## src/rtl/keccak_x_heep_pkg.sv

```systemverilog
// Shared types for the Keccak register-port initiator: register bus structs,
// queued command format and FSM state encoding.
package keccak_x_heep_pkg;

  localparam int KECCAK_STATE_WORDS = 50;
  localparam int KECCAK_CMD_LEN_W   = 7;

  typedef struct packed {
    logic [31:0] addr;
    logic        write;
    logic [31:0] wdata;
    logic [3:0]  wstrb;
    logic        valid;
  } reg_req_t;

  typedef struct packed {
    logic [31:0] rdata;
    logic        error;
    logic        ready;
  } reg_rsp_t;

  typedef struct packed {
    logic [31:0]                 addr;
    logic                        write;
    logic [KECCAK_CMD_LEN_W-1:0] len;
  } keccak_reg_cmd_t;

  typedef enum logic [1:0] {
    ST_IDLE,
    ST_WDATA,
    ST_ISSUE,
    ST_RESP
  } keccak_reg_state_e;

endpackage

```

## src/rtl/keccak_reg_cmd_fifo.sv

```systemverilog
// Synchronous-reset FIFO for queued register commands; push while full is
// accepted only when a pop happens in the same cycle.
module keccak_reg_cmd_fifo #(
  parameter int  DEPTH = 4,
  parameter type T     = logic
) (
  input  logic clk_i,
  input  logic rst_i,
  input  logic push_i,
  input  T     data_i,
  input  logic pop_i,
  output T     data_o,
  output logic full_o,
  output logic empty_o
);

  localparam int AW = $clog2(DEPTH);

  T               mem_q [DEPTH];
  logic [AW:0]    wptr_q, rptr_q;
  logic           push_en, pop_en;

  assign empty_o = (wptr_q == rptr_q);
  assign full_o  = (wptr_q[AW] != rptr_q[AW]) && (wptr_q[AW-1:0] == rptr_q[AW-1:0]);
  assign pop_en  = pop_i && !empty_o;
  assign push_en = push_i && (!full_o || pop_en);
  assign data_o  = mem_q[rptr_q[AW-1:0]];

  always_ff @(posedge clk_i) begin
    if (rst_i) begin
      wptr_q <= '0;
      rptr_q <= '0;
    end else begin
      if (push_en) wptr_q <= wptr_q + (AW+1)'(1);
      if (pop_en)  rptr_q <= rptr_q + (AW+1)'(1);
    end
  end

  always_ff @(posedge clk_i) begin
    if (push_en) mem_q[wptr_q[AW-1:0]] <= data_i;
  end

endmodule

```

## src/rtl/keccak_reg_master.sv

```systemverilog
// Register-bus initiator: pops queued commands and runs single or
// auto-incrementing burst reads/writes against a reg_req_t/reg_rsp_t slave.
//   state  | meaning
//   IDLE   | waiting for a command (FIFO head or direct bypass when empty)
//   WDATA  | waiting for one write-data beat
//   ISSUE  | request valid on the bus, timeout counter running
//   RESP   | beat result presented, waiting for rsp_ready_i
module keccak_reg_master
  import keccak_x_heep_pkg::*;
#(
  parameter int FIFO_DEPTH = 4,
  parameter int LEN_W      = KECCAK_CMD_LEN_W,
  parameter int TIMEOUT    = 255
) (
  input  logic             clk_i,
  input  logic             rst_i,
  input  logic             cmd_valid_i,
  output logic             cmd_ready_o,
  input  logic [31:0]      cmd_addr_i,
  input  logic             cmd_write_i,
  input  logic [LEN_W-1:0] cmd_len_i,
  input  logic             wdata_valid_i,
  output logic             wdata_ready_o,
  input  logic [31:0]      wdata_i,
  output logic             rsp_valid_o,
  input  logic             rsp_ready_i,
  output logic [31:0]      rsp_rdata_o,
  output logic             rsp_error_o,
  output logic             rsp_last_o,
  output reg_req_t         reg_req_o,
  input  reg_rsp_t         reg_rsp_i,
  output logic             busy_o
);

  localparam int TMO_W = $clog2(TIMEOUT + 1);

  keccak_reg_state_e state_q, state_d;
  logic [31:0]       addr_q, addr_d, wdata_q, wdata_d, rdata_q, rdata_d;
  logic              write_q, write_d, err_q, err_d;
  logic [LEN_W-1:0]  beats_q, beats_d;
  logic [TMO_W-1:0]  tmo_q, tmo_d;

  keccak_reg_cmd_t cmd_in, fifo_head, head;
  logic            fifo_full, fifo_empty, fifo_push, fifo_pop, bypass, idle;

  always_comb begin
    cmd_in       = '0;
    cmd_in.addr  = cmd_addr_i;
    cmd_in.write = cmd_write_i;
    cmd_in.len   = KECCAK_CMD_LEN_W'(cmd_len_i);
  end

  // An idle master with an empty FIFO takes the incoming command directly.
  assign idle        = (state_q == ST_IDLE);
  assign fifo_pop    = idle && !fifo_empty;
  assign bypass      = idle && fifo_empty && cmd_valid_i;
  assign cmd_ready_o = (!fifo_full || fifo_pop) && !rst_i;
  assign fifo_push   = cmd_valid_i && cmd_ready_o && !bypass;
  assign head        = fifo_empty ? cmd_in : fifo_head;

  keccak_reg_cmd_fifo #(
    .DEPTH (FIFO_DEPTH),
    .T     (keccak_reg_cmd_t)
  ) u_cmd_fifo (
    .clk_i   (clk_i),
    .rst_i   (rst_i),
    .push_i  (fifo_push),
    .data_i  (cmd_in),
    .pop_i   (fifo_pop),
    .data_o  (fifo_head),
    .full_o  (fifo_full),
    .empty_o (fifo_empty)
  );

  always_ff @(posedge clk_i) begin
    if (rst_i) begin
      state_q <= ST_IDLE;
      addr_q  <= '0;
      wdata_q <= '0;
      rdata_q <= '0;
      write_q <= 1'b0;
      err_q   <= 1'b0;
      beats_q <= '0;
      tmo_q   <= '0;
    end else begin
      state_q <= state_d;
      addr_q  <= addr_d;
      wdata_q <= wdata_d;
      rdata_q <= rdata_d;
      write_q <= write_d;
      err_q   <= err_d;
      beats_q <= beats_d;
      tmo_q   <= tmo_d;
    end
  end

  always_comb begin
    state_d = state_q;
    addr_d  = addr_q;
    wdata_d = wdata_q;
    rdata_d = rdata_q;
    write_d = write_q;
    err_d   = err_q;
    beats_d = beats_q;
    tmo_d   = tmo_q;
    case (state_q)
      ST_IDLE: begin
        if (fifo_pop || bypass) begin
          addr_d  = head.addr & ~32'h3;
          write_d = head.write;
          beats_d = (head.len[LEN_W-1:0] == '0) ? LEN_W'(1) : head.len[LEN_W-1:0];
          tmo_d   = '0;
          state_d = head.write ? ST_WDATA : ST_ISSUE;
        end
      end
      ST_WDATA: begin
        if (wdata_valid_i) begin
          wdata_d = wdata_i;
          tmo_d   = '0;
          state_d = ST_ISSUE;
        end
      end
      ST_ISSUE: begin
        if (reg_rsp_i.ready) begin
          rdata_d = write_q ? 32'h0 : reg_rsp_i.rdata;
          err_d   = reg_rsp_i.error;
          state_d = ST_RESP;
        end else if (tmo_q == TMO_W'(TIMEOUT - 1)) begin
          rdata_d = 32'h0;
          err_d   = 1'b1;
          state_d = ST_RESP;
        end else begin
          tmo_d = tmo_q + TMO_W'(1);
        end
      end
      ST_RESP: begin
        if (rsp_ready_i) begin
          beats_d = beats_q - LEN_W'(1);
          addr_d  = addr_q + 32'd4;
          tmo_d   = '0;
          if (beats_q == LEN_W'(1)) state_d = ST_IDLE;
          else                      state_d = write_q ? ST_WDATA : ST_ISSUE;
        end
      end
      default: state_d = ST_IDLE;
    endcase
  end

  always_comb begin
    reg_req_o       = '0;
    reg_req_o.addr  = addr_q;
    reg_req_o.write = write_q;
    reg_req_o.wdata = wdata_q;
    reg_req_o.wstrb = (state_q == ST_ISSUE) ? 4'hF : 4'h0;
    reg_req_o.valid = (state_q == ST_ISSUE);
  end

  assign wdata_ready_o = (state_q == ST_WDATA);
  assign rsp_valid_o   = (state_q == ST_RESP);
  assign rsp_rdata_o   = rsp_valid_o ? rdata_q : 32'h0;
  assign rsp_error_o   = rsp_valid_o && err_q;
  assign rsp_last_o    = rsp_valid_o && (beats_q == LEN_W'(1));
  assign busy_o        = !idle || !fifo_empty;

endmodule

```

## config.mk

```make
export PLATFORM = sky130hd
export DESIGN_NAME = keccak_reg_master
export DESIGN_NICKNAME = d
export VERILOG_FILES = /design/src/rtl/keccak_x_heep_pkg.sv /design/src/rtl/keccak_reg_cmd_fifo.sv /design/src/rtl/keccak_reg_master.sv
export SDC_FILE = /design/constraint.sdc
export NUM_CORES = 1
export LEC_CHECK = 0
export ABC_AREA = 1
export CAP_MARGIN = 20
export CORE_UTILIZATION = 48
export CTS_BUF_LIST = sky130_fd_sc_hd__clkbuf_16
export CTS_CLUSTER_SIZE = 14
export DETAILED_ROUTE_END_ITERATION = 16
export MAX_ROUTING_LAYER = met4
export PLACE_DENSITY = 0.88
export SLEW_MARGIN = 20
export SYNTH_ARGS = -nofsm -noshare
export SYNTH_HDL_FRONTEND = slang
export SYNTH_SLANG_ARGS = --single-unit
```

## constraint.sdc

```tcl
create_clock -name clk_i -period 3.36 [get_ports clk_i]
set_input_delay 0.336 -clock clk_i [delete_from_list [all_inputs] [get_ports clk_i]]
set_output_delay 0.336 -clock clk_i [all_outputs]
set_load 0.02 [all_outputs]
```

After elaboration in Yosys (flattened, before gate mapping):

Memory sizes are Yosys's and may differ from the RTL's. A register that Yosys moved wholly into a read port is not among the register bits.
Cells that the tools add are included.

* register bits: 121
* memory bits (writable): 160
* memories kept: 1

* add/subtract/negate cells: 5
* equality and inequality tests: 14
* mux-type cells: 34
* reductions and logical operators: 30

Memories
* u_cmd_fifo.mem_q: depth 4, bits a word 40, read ports 1, clocked after memory_dff 1, write ports 1, line keccak_reg_cmd_fifo.sv:19 `T mem_q [DEPTH];`

Operators with widths (count)
* $mux 32: 6
* $pmux 32 s2: 1
* $mux 40: 1
* $mux 8: 5
* $add 32x3->32 const B: 1
* $pmux 8 s4: 1
* $mux 7: 3
* $mux 2: 10
* $pmux 7 s2: 1
* $logic_and 1x1->1: 11
* $add 8x1->8 const B: 1
* $eq 8x8->1 const B: 1
* $pmux 2 s4: 1
* $eq 7x1->1 const B: 1
* $logic_not 7->1: 1
* $sub 7x1->7 const B: 1
* $add 3x1->3 const B: 2
* $ne 2x2->1 const B: 3
* $reduce_and 2->1: 3
* $logic_not 1->1: 5
* $reduce_and 5->1: 1
* $eq 2x2->1 const B: 2
* $logic_or 1x1->1: 4
* $mux 1: 4
* other kinds (11): 13

Longest topological paths before layout:

* word-level depth: 10
* depth in mapped cells: 14

Hierarchy:

From an unflattened synthesis, not the netlist that was laid out.

* cell total of the unflattened synthesis: 1488
* area, all modules: 12796.0 um2

By module, submodules not included
* keccak_reg_master: instances 1, cells an instance 1035, area each 6456.2 um2, seq. area each 2262.2 um2
* keccak_reg_cmd_fifo: instances 1, cells an instance 453, area each 6339.8 um2, seq. area each 4964.8 um2

Least setup slack after synthesis:

No wires, ideal clock.

* kind: reg-to-reg
* start: register u_cmd_fifo.wptr_q[1]
* end: memory u_cmd_fifo.mem_q[0][0] (netlist bit), enable pin
* arrival time: 2796 ps
* setup slack: 131 ps
* cell stages (with the launch flop): 10
* path buffers: 0
* period minus slack after synthesis: 3229 ps
* cell sequence: dfxtp_1 inv_1 nand2_1 nand2_1 and2_1 nand2_1 nand3_1 nor2_1 inv_2 nor2_1

* longest elaborated chain between the ends: 10
* elaborated cells between the ends (all ways): 18
* classes of those cells: eq/ne (2); mux (2); reduce/logical (14)

Ends and longest elaborated chain
* from (decl): line keccak_reg_cmd_fifo.sv:20 `logic [AW:0] wptr_q, rptr_q;`
* from (signal assigned): line keccak_reg_cmd_fifo.sv:34 `if (push_en) wptr_q <= wptr_q + (AW+1)'(1);`
* $eq 3x3->1 or $eq 2x2->1 (tied branches): line keccak_reg_cmd_fifo.sv:23, keccak_reg_cmd_fifo.sv:24
* $logic_not 1->1 or $logic_and 1x1->1 (tied branches): line keccak_reg_cmd_fifo.sv:25, keccak_reg_master.sv:55, keccak_reg_cmd_fifo.sv:24
* $logic_and 1x1->1 or $logic_not 1->1 (tied branches): line keccak_reg_master.sv:55, keccak_reg_cmd_fifo.sv:26, keccak_reg_master.sv:57
* $logic_or 1x1->1: line keccak_reg_master.sv:57 `assign cmd_ready_o = (!fifo_full || fifo_pop) && !rst_i;`
* $logic_and 1x1->1: line keccak_reg_master.sv:57
* $logic_and 1x1->1 (2 in series): line keccak_reg_master.sv:58 `assign fifo_push = cmd_valid_i && cmd_ready_o && !bypass;`
* $logic_and 1x1->1: line keccak_reg_cmd_fifo.sv:26 `assign push_en = push_i && (!full_o || pop_en);`
* $mux 1: line keccak_reg_cmd_fifo.sv:40 `if (push_en) mem_q[wptr_q[AW-1:0]] <= data_i;`
* $mux 1 (not written as such): line keccak_reg_cmd_fifo.sv:40
* to (decl): line keccak_reg_cmd_fifo.sv:19

Several ways; a longest one is shown, not always the timed one.

Final worst setup path:

* start: register state_q[1]
* end: output port wdata_ready_o

* longest elaborated chain between the ends: 1

Ends and longest elaborated chain
* from (decl): line keccak_reg_master.sv:37 `keccak_reg_state_e state_q, state_d;`
* from (signal assigned): line keccak_reg_master.sv:86 `state_q <= state_d;`
* $eq 2x1->1: line keccak_reg_master.sv:158 `assign wdata_ready_o = (state_q == ST_WDATA);`
* to (decl): line keccak_reg_master.sv:23 `output logic wdata_ready_o,`

Every way passes these cells.

==> results by group <==
Yosys
  – Post-synth EDFFs: ~150
  – Primary FF master, synth: edfxtp_1
  – Distinct cells, synth: 39
  – Post-synth ARST share: 0
  – Yosys reg bits: 273
  – Synth Area in Simple Gates: 0.189
  – Post-synth top area cell: edfxtp_1
  – Cell area after synthesis: 12300 um^2
  – Count leader, synth: nand2_1
  – Adder-cell area share of the yosys netlist: 0.0102
  – Syn_area_per_cell: 8.88 um^2
  – Largest family of logic cells by synthesized area: simple AND/OR/NAND/NOR gates
  – Post-synth top area share: 0.372
  – Post-synthesis compound-gate area fraction: 0.146
  – Synth warn: 0
  – Seq/Total Area, Yosys: 0.570
  – Mux contribution to synthesized area: 0
  – Post-Synth XOR/XNOR Area: 0.0172
  – Synth top area cells: edfxtp_1 37%, dfxtp_1 20%, nand2_1 7.4%
  – Most frequent cells after synthesis: 242 x nand2_1, 182 x nor2_1, 152 x edfxtp_1
  – Synth Instances: 1380

CTS
  – H-tree depth: 1
  – Cts repair resizes: 0
  – Post-CTS setup buffer count: 0
  – CTS Sinks: 273
  – Reg clk slew, reported paths: 0.06 ns
  – Hold_buf cts: 0
  – CTS Root Cell: clkbuf_16
  – CTS Buf Count: 29
  – CTS tree: built
  – Max clock buf depth: 3
  – Clock Latency Late Sink: roughly 0.55 ns

Worst setup path
  – CP Capture Type: output pin
  – Startpoint Class: flip-flop
  – CP max stage delay: 0.71 ns
  – Crit-path cells: inv_1 > nand2_1 > clkinv_1 > clkdlybuf4s50_1
  – Crit-path slowest cell: clkdlybuf4s50_1
  – Setup CP Type: reg -> out
  – Crit Path Max Fanout: 19
  – Critical Path AT: 2.40 ns
  – Crit path required time: about 3 ns

Placed design
  – Pre-CTS setup slack: 0.919 ns
  – DP Cell Count: 1860
  – PortBufs: 214
  – Gpl congestion: 0.962
  – Detailed placement HPWL: 21.4 mm
  – Post-DP Area: 14600 um^2

Detailed routing
  – Initial DRT Pass Iterations: 5
  – Drt initial violations: 1299
  – Vias per cell: ~5.7
  – DRC viols: 0
  – DR vias: approximately 11k
  – Drt wl/cell: 17.3 um
  – WL final: 33.1 mm
  – Detail Route Antenna Nets: 0

Finish
  – Design area: 15500 um^2
  – Ant. Diodes: 0
  – Layout Nets: 1682
  – Share of post-route cells with drive strength above 1: 0.0524
  – Post-layout util: 0.618
  – Area growth syn-to-layout: 26.6%
  – Post-Layout Cell Count: between 1.5k and 2k

Timing
  – Maximum clock rate: 365 MHz
  – Worst-Margin Slew: 0.980 ns
  – RSZ-0062 raised after global routing: false
  – Final Max Tran Viols: 0
  – Worst Hold Margin: 0.353 ns
  – Final worst setup slack: slightly above 0.6 ns
  – Relative slew slack: 0.346
  – Setup violators final: 0
  – Fin. Hold Viols: 0
  – Clock Skew: between 0.01 and 0.015 ns
  – Final Cycle Share: 0.816
  – Period minus WS final: 2.74 ns
  – Setup_tns: 0 ns

Die
  – Die W: 162 um
  – Initial Util: 0.488
  – Num ports: roughly 220
  – Core area: ~25000 um^2
  – Die H: roughly 160 um
  – Die Area: 26200 um^2
  – Rows: 58

Global routing
  – GRT Util Overall: 0.253
  – Largest net degree at the start of global routing: 79
  – Grt total ovfl: 0
  – Initial antenna violation count: 0
  – Vias in the first global route: a little over 10k
  – First-pass GRT wire length: ~50 mm

Power and ir drop
  – PwrDens: 775 nW/um^2
  – Worst vdd ir: 0.598 mV
  – Pwr Total: 12.0 mW
  – Leak: 5.37 nW

Run status
  – Status: completed

Hold path
  – Hold WC Path Type: in -> reg

Job
  – Max-cap violations: 0
-- path summary, 6_finish.rpt --
check / from / end / slack (ns) / cells past startpoint
hold reg to reg: wdata_q[3] / wdata_q[3] / 0.46 / 2
hold / removal: rst_i / u_cmd_fifo.wptr_q[2] / 0.35 / 6
setup reg to reg: u_cmd_fifo.wptr_q[1] / u_cmd_fifo.mem_q[2][3] / 0.87 / 10
setup / recovery: state_q[1] / wdata_ready_o / 0.62 / 4
-- metal layers --
layer  vias up  global-route usage  part of all wire
met5         -                   -                 0
met4         0               0.125             0.047
met3       104              0.0370             0.080
met2       573               0.422              0.49
met1      5074               0.299              0.38
li1       5069                   -                 -
-- logic make-up (layout without fill, tap and decap cells) --
logic type / count (synthesis) / in the layout
DFF: 273 / 273
buffers and inverters: 195 / 398
other: 1 / 2
adders and majority gates: 10 / 10
xor gates and xnor gates: 22 / 22
AOI/OAI and AO/OA: 321 / 321
and+or+nand+nor: 558 / 558
-- flip-flops by register name, summed over array words and instances, names as in the netlist, named ones only --
register           cells
wdata_q               32
u_cmd_fifo.rptr_q      3
state_q                2
u_cmd_fifo.mem_q     152
tmo_q                  8
u_cmd_fifo.wptr_q      3
write_q                1
err_q                  1
rdata_q               32
beats_q                7
addr_q                30
-- critical path, delay by kind of cell (launching register included) --
family,cells,cell delay (ns)
buf+inv,3,1.30
flops,1,0.44
simple gates,1,0.11
-- report_power, final --
group / internal (mW) / switching (mW) / leakage [nW]
logic: 1.57 / 3.02 / 2.54
registers: 3.98 / 0.390 / 2.37
clock network: 1.78 / 1.28 / 0.465
total: 7.34 / 4.69 / 5.37
-- cell usage in the layout (no fill, tap or decap), types with 2 or more instances in the layout --
master           count
nand4_1             10
xor2_1              15
nand2_1            241
nand2_2              4
nor2_4               5
clkinv_2             4
o221ai_1            21
clkbuf_16           29
o21ai_0            126
xnor2_1              6
o22ai_1              2
nor3_1              20
or2_0                2
nand3_1             89
nor3b_1              3
buf_4               24
a31oi_1             19
bufinv_16            3
a211oi_1             2
conb_1               2
inv_1              105
edfxtp_1           152
o211ai_1            28
a21oi_1            116
ha_1                10
nor2_2               2
clkinv_1            13
o21ai_1              6
inv_2                4
nor2_1             177
clkdlybuf4s50_1    213
dfxtp_1            120
-- cell type report --
type                            instances  area, um^2
Sequential cell                       273        6990
Clock buffer                           29         726
Fill cell                            1997        9580
Timing Repair Buffer                  239        2340
Tap cell                              330         413
Clock inverter                         25         183
Multi-Input combinational cell        913        4480
Inverter                              105         394
(Power assumes the default switching activity.)
